## src/rtl/cordic_pkg.sv

```systemverilog
// cordic_pkg: shared state and variable codes for the CORDIC sine/cosine control FSM
//   state_t            : controller states, one per clock
//   VAR_X/VAR_Y/VAR_Z  : variable-counter codes selecting which of X/Y/Z is being updated
package cordic_pkg;

    typedef enum logic [3:0] {
        IDLE,
        LOAD,
        MUX,
        SHIFT,
        ADD_GO,
        ADD_WAIT,
        NEXT_ITER,
        OUT_SEL,
        OUT_REG,
        DONE
    } state_t;

    localparam logic [1:0] VAR_X = 2'b00;
    localparam logic [1:0] VAR_Y = 2'b01;
    localparam logic [1:0] VAR_Z = 2'b10;

endpackage

```

## src/rtl/cordic_fsm_ctrl_if.sv

```systemverilog
// cordic_fsm_ctrl_if: start/ready/ack handshake between the CORDIC controller and its consumer
//   beg_FSM_CORDIC : consumer -> controller, start request
//   ACK_FSM_CORDIC : consumer -> controller, result taken
//   ready_CORDIC   : controller -> consumer, result valid (held until ACK)
//   master = consumer side, slave = controller side
interface cordic_fsm_ctrl_if;

    logic beg_FSM_CORDIC;
    logic ACK_FSM_CORDIC;
    logic ready_CORDIC;

    modport master (output beg_FSM_CORDIC, output ACK_FSM_CORDIC, input ready_CORDIC);
    modport slave (input beg_FSM_CORDIC, input ACK_FSM_CORDIC, output ready_CORDIC);

endinterface

```

## src/rtl/cordic_fsm_ctrl.sv

```systemverilog
// cordic_fsm_ctrl: control FSM sequencing capture, X/Y/Z iterations and output selection of the CORDIC unit
//   clk, reset          : clock and synchronous active-high reset
//   hs                  : consumer handshake (beg/ACK in, ready out)
//   operation           : 0 = cosine, 1 = sine
//   shift_region_flag   : angle region; 01/10 mean the angle was shifted by +/-pi/2
//   cont_var            : variable counter (00 X, 01 Y, 10 Z)
//   ready_add_subt      : add/sub result valid
//   max/min_tick_iter   : iteration counter at last/first count
//   max/min_tick_var    : variable counter at last/first count
//   beg/ack_add_subt    : add/sub start and result-taken pulses
//   sel_mux_1..3, mode  : datapath mux selects and CORDIC mode (rotation only)
//   enab_*/load_*       : counter controls and datapath register enables
module cordic_fsm_ctrl
    import cordic_pkg::*;
(
    input  logic             clk,
    input  logic             reset,
    cordic_fsm_ctrl_if.slave hs,
    input  logic             operation,
    input  logic [1:0]       shift_region_flag,
    input  logic [1:0]       cont_var,
    input  logic             ready_add_subt,
    input  logic             max_tick_iter,
    input  logic             min_tick_iter,
    input  logic             max_tick_var,
    input  logic             min_tick_var,
    output logic             beg_add_subt,
    output logic             ack_add_subt,
    output logic             sel_mux_1,
    output logic [1:0]       sel_mux_2,
    output logic             sel_mux_3,
    output logic             mode,
    output logic             enab_cont_iter,
    output logic             load_cont_iter,
    output logic             enab_cont_var,
    output logic             load_cont_var,
    output logic             enab_RB1,
    output logic             enab_RB2,
    output logic             enab_d_ff_Xn,
    output logic             enab_d_ff_Yn,
    output logic             enab_d_ff_Zn,
    output logic             enab_dff5,
    output logic             enab_d_ff_out,
    output logic             enab_dff_shifted_x,
    output logic             enab_dff_shifted_y,
    output logic             enab_dff_LUT,
    output logic             enab_dff_sign
);

    state_t state, next;
    logic   unused_min_tick_var;

    // the transitions never need the first-count flag of the variable counter
    assign unused_min_tick_var = min_tick_var;

    // a +/-pi/2 region shift swaps the roles of X and Y at the output
    assign sel_mux_3 = operation ^ (shift_region_flag == 2'b01 || shift_region_flag == 2'b10);
    assign mode      = 1'b0;

    always_ff @(posedge clk)
        state <= reset ? IDLE : next;

    always_comb begin
        next               = state;
        hs.ready_CORDIC    = 1'b0;
        beg_add_subt       = 1'b0;
        ack_add_subt       = 1'b0;
        sel_mux_1          = 1'b0;
        sel_mux_2          = 2'b00;
        enab_cont_iter     = 1'b0;
        load_cont_iter     = 1'b0;
        enab_cont_var      = 1'b0;
        load_cont_var      = 1'b0;
        enab_RB1           = 1'b0;
        enab_RB2           = 1'b0;
        enab_d_ff_Xn       = 1'b0;
        enab_d_ff_Yn       = 1'b0;
        enab_d_ff_Zn       = 1'b0;
        enab_dff5          = 1'b0;
        enab_d_ff_out      = 1'b0;
        enab_dff_shifted_x = 1'b0;
        enab_dff_shifted_y = 1'b0;
        enab_dff_LUT       = 1'b0;
        enab_dff_sign      = 1'b0;
        case (state)
            IDLE: next = hs.beg_FSM_CORDIC ? LOAD : IDLE;
            LOAD: begin
                enab_RB1       = 1'b1;
                load_cont_iter = 1'b1;
                load_cont_var  = 1'b1;
                next           = MUX;
            end
            MUX: begin
                enab_RB2  = 1'b1;
                // first iteration takes the captured inputs, later ones the fed-back results
                sel_mux_1 = ~min_tick_iter;
                next      = SHIFT;
            end
            SHIFT: begin
                enab_dff_shifted_x = 1'b1;
                enab_dff_shifted_y = 1'b1;
                enab_dff_LUT       = 1'b1;
                enab_dff_sign      = 1'b1;
                next               = ADD_GO;
            end
            ADD_GO: begin
                beg_add_subt = 1'b1;
                sel_mux_2    = cont_var;
                next         = ADD_WAIT;
            end
            ADD_WAIT: begin
                sel_mux_2 = cont_var;
                if (ready_add_subt) begin
                    ack_add_subt  = 1'b1;
                    enab_cont_var = 1'b1;
                    enab_d_ff_Xn  = cont_var == VAR_X;
                    enab_d_ff_Yn  = cont_var == VAR_Y;
                    enab_d_ff_Zn  = cont_var == VAR_Z;
                    next          = max_tick_var ? NEXT_ITER : ADD_GO;
                end
            end
            NEXT_ITER: begin
                enab_cont_iter = ~max_tick_iter;
                load_cont_var  = ~max_tick_iter;
                next           = max_tick_iter ? OUT_SEL : MUX;
            end
            OUT_SEL: begin
                enab_dff5 = 1'b1;
                next      = OUT_REG;
            end
            OUT_REG: begin
                enab_d_ff_out = 1'b1;
                next          = DONE;
            end
            DONE: begin
                hs.ready_CORDIC = 1'b1;
                next            = hs.ACK_FSM_CORDIC ? IDLE : DONE;
            end
            default: next = IDLE;
        endcase
    end

endmodule

```

## src/flat_wrapper.sv

```systemverilog
// flat-port wrapper written by rule: the top's interface ports become plain ports
module cordic_fsm_ctrl_flat import cordic_pkg::*;
  (clk, reset, operation, shift_region_flag, cont_var, ready_add_subt, max_tick_iter, min_tick_iter, max_tick_var, min_tick_var, beg_add_subt, ack_add_subt, sel_mux_1, sel_mux_2, sel_mux_3, mode, enab_cont_iter, load_cont_iter, enab_cont_var, load_cont_var, enab_RB1, enab_RB2, enab_d_ff_Xn, enab_d_ff_Yn, enab_d_ff_Zn, enab_dff5, enab_d_ff_out, enab_dff_shifted_x, enab_dff_shifted_y, enab_dff_LUT, enab_dff_sign, hs_beg_FSM_CORDIC, hs_ACK_FSM_CORDIC, hs_ready_CORDIC);
  cordic_fsm_ctrl_if hs_i ();
  input  logic clk;
  input  logic reset;
  input  logic operation;
  input  logic [1:0] shift_region_flag;
  input  logic [1:0] cont_var;
  input  logic ready_add_subt;
  input  logic max_tick_iter;
  input  logic min_tick_iter;
  input  logic max_tick_var;
  input  logic min_tick_var;
  output logic beg_add_subt;
  output logic ack_add_subt;
  output logic sel_mux_1;
  output logic [1:0] sel_mux_2;
  output logic sel_mux_3;
  output logic mode;
  output logic enab_cont_iter;
  output logic load_cont_iter;
  output logic enab_cont_var;
  output logic load_cont_var;
  output logic enab_RB1;
  output logic enab_RB2;
  output logic enab_d_ff_Xn;
  output logic enab_d_ff_Yn;
  output logic enab_d_ff_Zn;
  output logic enab_dff5;
  output logic enab_d_ff_out;
  output logic enab_dff_shifted_x;
  output logic enab_dff_shifted_y;
  output logic enab_dff_LUT;
  output logic enab_dff_sign;
  input wire logic [$bits(hs_i.beg_FSM_CORDIC)-1:0] hs_beg_FSM_CORDIC;
  input wire logic [$bits(hs_i.ACK_FSM_CORDIC)-1:0] hs_ACK_FSM_CORDIC;
  output wire logic [$bits(hs_i.ready_CORDIC)-1:0] hs_ready_CORDIC;
  assign hs_i.beg_FSM_CORDIC = hs_beg_FSM_CORDIC;
  assign hs_i.ACK_FSM_CORDIC = hs_ACK_FSM_CORDIC;
  assign hs_ready_CORDIC = hs_i.ready_CORDIC;
  cordic_fsm_ctrl u_core (.clk(clk), .reset(reset), .hs(hs_i), .operation(operation), .shift_region_flag(shift_region_flag), .cont_var(cont_var), .ready_add_subt(ready_add_subt), .max_tick_iter(max_tick_iter), .min_tick_iter(min_tick_iter), .max_tick_var(max_tick_var), .min_tick_var(min_tick_var), .beg_add_subt(beg_add_subt), .ack_add_subt(ack_add_subt), .sel_mux_1(sel_mux_1), .sel_mux_2(sel_mux_2), .sel_mux_3(sel_mux_3), .mode(mode), .enab_cont_iter(enab_cont_iter), .load_cont_iter(load_cont_iter), .enab_cont_var(enab_cont_var), .load_cont_var(load_cont_var), .enab_RB1(enab_RB1), .enab_RB2(enab_RB2), .enab_d_ff_Xn(enab_d_ff_Xn), .enab_d_ff_Yn(enab_d_ff_Yn), .enab_d_ff_Zn(enab_d_ff_Zn), .enab_dff5(enab_dff5), .enab_d_ff_out(enab_d_ff_out), .enab_dff_shifted_x(enab_dff_shifted_x), .enab_dff_shifted_y(enab_dff_shifted_y), .enab_dff_LUT(enab_dff_LUT), .enab_dff_sign(enab_dff_sign));
endmodule
```

## config.mk

```make
export PLATFORM = sky130hd
export DESIGN_NAME = cordic_fsm_ctrl_flat
export DESIGN_NICKNAME = d
export VERILOG_FILES = /design/src/rtl/cordic_pkg.sv /design/src/rtl/cordic_fsm_ctrl_if.sv /design/src/rtl/cordic_fsm_ctrl.sv /design/src/flat_wrapper.sv
export SDC_FILE = /design/constraint.sdc
export NUM_CORES = 1
export LEC_CHECK = 0
export BUFFER_PORTS_ARGS = -buffer_cell sky130_fd_sc_hd__buf_2
export CORE_MARGIN = 2
export CORE_UTILIZATION = 33
export DETAILED_ROUTE_END_ITERATION = 16
export GPL_TIMING_DRIVEN = 0
export PLACE_DENSITY = 0.84
export RECOVER_POWER = 50
export SLEW_MARGIN = 10
export SYNTH_ARGS = -nofsm -noshare
export SYNTH_HDL_FRONTEND = slang
export SYNTH_SLANG_ARGS = --single-unit
```

## constraint.sdc

```tcl
create_clock -name clk -period 1 [get_ports clk]
set_input_delay 0 -clock clk [delete_from_list [all_inputs] [get_ports clk]]
set_output_delay 0 -clock clk [all_outputs]
set_load 0.005 [all_outputs]
```

==> impl_metrics.py <==
metrics = {
    "sta": {
        "finalCritPeriodShare_pct": 140,
        "max_freq_mhz": 712,
        "finalSetupTns_ns": -7.20,
        "setup_slack_ns": -0.404,
        "hold_viol_final": 0,
        "layout_min_cycle_time_ns": 1.40,
        "rsz0062_at_grt": "true",
        "slew_viol_final": 0,
        "setup_viol": 25,
        "skew_ns": 0.00326,
    },
    "finish": {
        "nFillCells": 82,
        "multiInputGateArea_um2": 408,
        "reg_top3": "u_core.state: 4 flops",
        "final_common_cell": "buf_2",
        "num_antenna_cells": 0,
        "largest_reg_flops": 4,
        "syn_to_final_growth_pct": 125,
        "regMostFlops": "u_core.state",
        "mostFrequentLayoutCells": "buf_2, buf_6, buf_4",
        "drive_gt1_share_pct": 81.7,
        "regArea_um2": 90.1,
        "nets": 131,
    },
    "clock_network": {
        "cts_tree": "yes",
        "root_buffer": "clkbuf_4",
        "clk_path_buf_depth": 2,
        "cts_buffers": 3,
        "clk_pin_slew_ns": 0.04,
        "clk_latency_ns": 0.24,
        "clock_sinks": 4,
        "ctsHtreeMaxLevel": 1,
    },
    "routing": {
        "drc_errors": 0,
        "via_per_inst": 5.41,
        "avgRoutedWirePerCell_um": 16.5,
        "dr_total_vias": 703,
        "firstDrtPassIters": 4,
        "ant_nets": 0,
        "drt-total-wl_mm": 2.14,
        "drt_first_iter_violations": 13,
    },
    "setup_path": {
        "crit_type": "register to output pin",
        "critPathCaptureType": "output pin",
        "worstPathMaxFanout": 5,
        "crit_arrival_ns": 1.40,
        "r2r_setup_slack_ns": -0.29,
        "critPathRequiredTime_ns": 1.00,
        "cp-start-kind": "register",
    },
    "power_and_ir_drop": {
        "switchingPower_uw": 271,
        "pwr-share-seq_pct": 23.4,
        "leakagePower_uw": 0.000484,
        "p_per_area_mw_per_mm2": 781,
        "combPwrFrac_pct": 51.4,
        "power_uw": 798,
        "p_int_uw": 528,
        "ir_drop_uv": 908,
        "power_frac_clock_pct": 25.2,
        "switching_share_pct": 33.9,
    },
    "yosys": {
        "ys_warn_count": 0,
        "avgSynthCellArea_um2": 7.45,
        "ys_ff_latch": 4,
        "synth_area_um2": 454,
        "ys_seq_area_share_pct": 17.6,
        "synth.distinct_cells": 31,
        "synth_cells": 61,
        "syn_nets": 75,
    },
    "floorplan": {
        "die_h_um": 41.1,
        "initial_core_util_pct": 34.9,
        "die_width_um": 41.1,
        "die-area_mm2": 0.00169,
        "num_io_pins": 37,
        "rows": 13,
        "core_area_mm2": 0.00130,
    },
    "placement": {
        "hpwl_mm": 1.04,
        "gp_congestion": 0.786,
        "portBuffers": 34,
    },
    "global_routing": {
        "grt_first_pass_wirelength_mm": 2.39,
        "grt_max_degree": 11,
        "grt_antenna_before_repair": 0,
        "grt_use_total_pct": 22.0,
        "gr-total-overflow": 0,
        "grt_pass1_vias": 584,
    },
    "flow_run": {
        "maxCapViolations": 0,
    },
    "status": {
        "violations": "negative setup slack",
        "status": "finished, violations left",
    },
    "worst_hold_path": {
        "hp-class": "input pin to register",
    },
}
-- cell usage after synthesis (all sizes together) --
| cell | count | area share (%) |
|---|---|---|
| and3 | 1 | 1.4 |
| dfxtp | 4 | 18 |
| nor2b | 1 | 1.4 |
| or2 | 1 | 1.4 |
| a2111oi | 1 | 2.2 |
| or3b | 1 | 1.9 |
| a41o | 1 | 2.2 |
| xnor2 | 2 | 3.9 |
| inv | 5 | 4.1 |
| nand3b | 1 | 1.7 |
| and4b | 1 | 2.5 |
| clkbuf | 1 | 0.83 |
| nor3b | 4 | 8.8 |
| a31oi | 1 | 1.4 |
| or3 | 1 | 2.5 |
| nor4 | 3 | 4.1 |
| nand2b | 3 | 5.8 |
| nand3 | 1 | 1.1 |
| nand2 | 2 | 1.7 |
| conb | 1 | 0.83 |
| nor3 | 7 | 7.7 |
| buf | 9 | 15 |
| nor2 | 2 | 1.7 |
| a21oi | 2 | 2.2 |
| a211oi | 1 | 1.7 |
| o21ai | 3 | 3.3 |
| o211ai | 1 | 1.7 |
-- final cells by class --
| cell class | instances | area share [%] |
|---|---|---|
| Multi-Input combinational cell | 42 | 39.9 |
| Timing Repair Buffer | 53 | 37.2 |
| Sequential cell | 4 | 8.81 |
| Buffer | 8 | 7.71 |
| Inverter | 5 | 2.33 |
| Clock buffer | 3 | 2.20 |
| Tap cell | 15 | 1.84 |
-- path summary, 6_finish.rpt --
path	from	to	depth (start not counted)
setup / recovery	u_core.state[3]	enab_d_ff_Zn	4
hold / removal	ready_add_subt	u_core.state[0]	3
setup reg to reg	u_core.state[1]	u_core.state[3]	7
hold reg to reg	u_core.state[2]	u_core.state[2]	2
-- power by group through the flow --
stage	sequential, uW	clock (uW)	combinational [uW]
after floorplan	184	0	134
after global placement	187	0	209
after detailed placement	187	0	214
after CTS	186	208	328
after global routing	188	220	439
final	187	201	410
-- worst max-delay path, stage by stage, from the launching register on --
cell,delay [ns]
dfxtp_4,0.35
nand2b_4,0.16
or3_4,0.37
nor3b_2,0.16
buf_2,0.13
-- stage by stage --
stage          setup WS, ns  cells  area [um^2]  hold WS, ns  util (%)
6_report             -0.404    130         1020        0.187      78.6
5_1_grt              -0.458    130         1020        0.202      78.6
4_1_cts              -0.444    126          910        0.149      69.9
3_5_place_dp         -0.211    110          661        0.226      50.8
3_3_place_gp         -0.171    110          661        0.225      50.8
2_1_floorplan       -0.0510     61          472       0.0232         -
-- layer usage --
layer	part of all wire [%]	track usage (%)	up-vias
met2	53	39.1	46
met3	7.0	7.61	10
met1	36	22.9	328
met4	4.2	9.68	0
met5	0	0	-
li1	-	-	319
-- logic make-up (layout without fill, tap and decap cells) --
group | count (synthesis) | after routing | share of synthesized area, %
DFF | 4 | 4 | 17.6
xor gates and xnor gates | 2 | 2 | 3.86
other | 1 | 1 | 0.826
AOI/OAI and AO/OA | 10 | 10 | 14.6
and+or+nand+nor | 29 | 29 | 43.5
buffers and inverters | 15 | 69 | 19.6
-- repair_timing --
item                                    4_1_cts  5_1_grt
gates cloned                                  0        0
endpoints found under the setup margin       25       25
endpoints found under the hold margin         1        0
pin swaps                                    10       12
hold buffers                                  1        0
gates resized for setup                      30       21
buffers inserted                             12        6
Note: power is estimated with default switching activity, not from simulation.
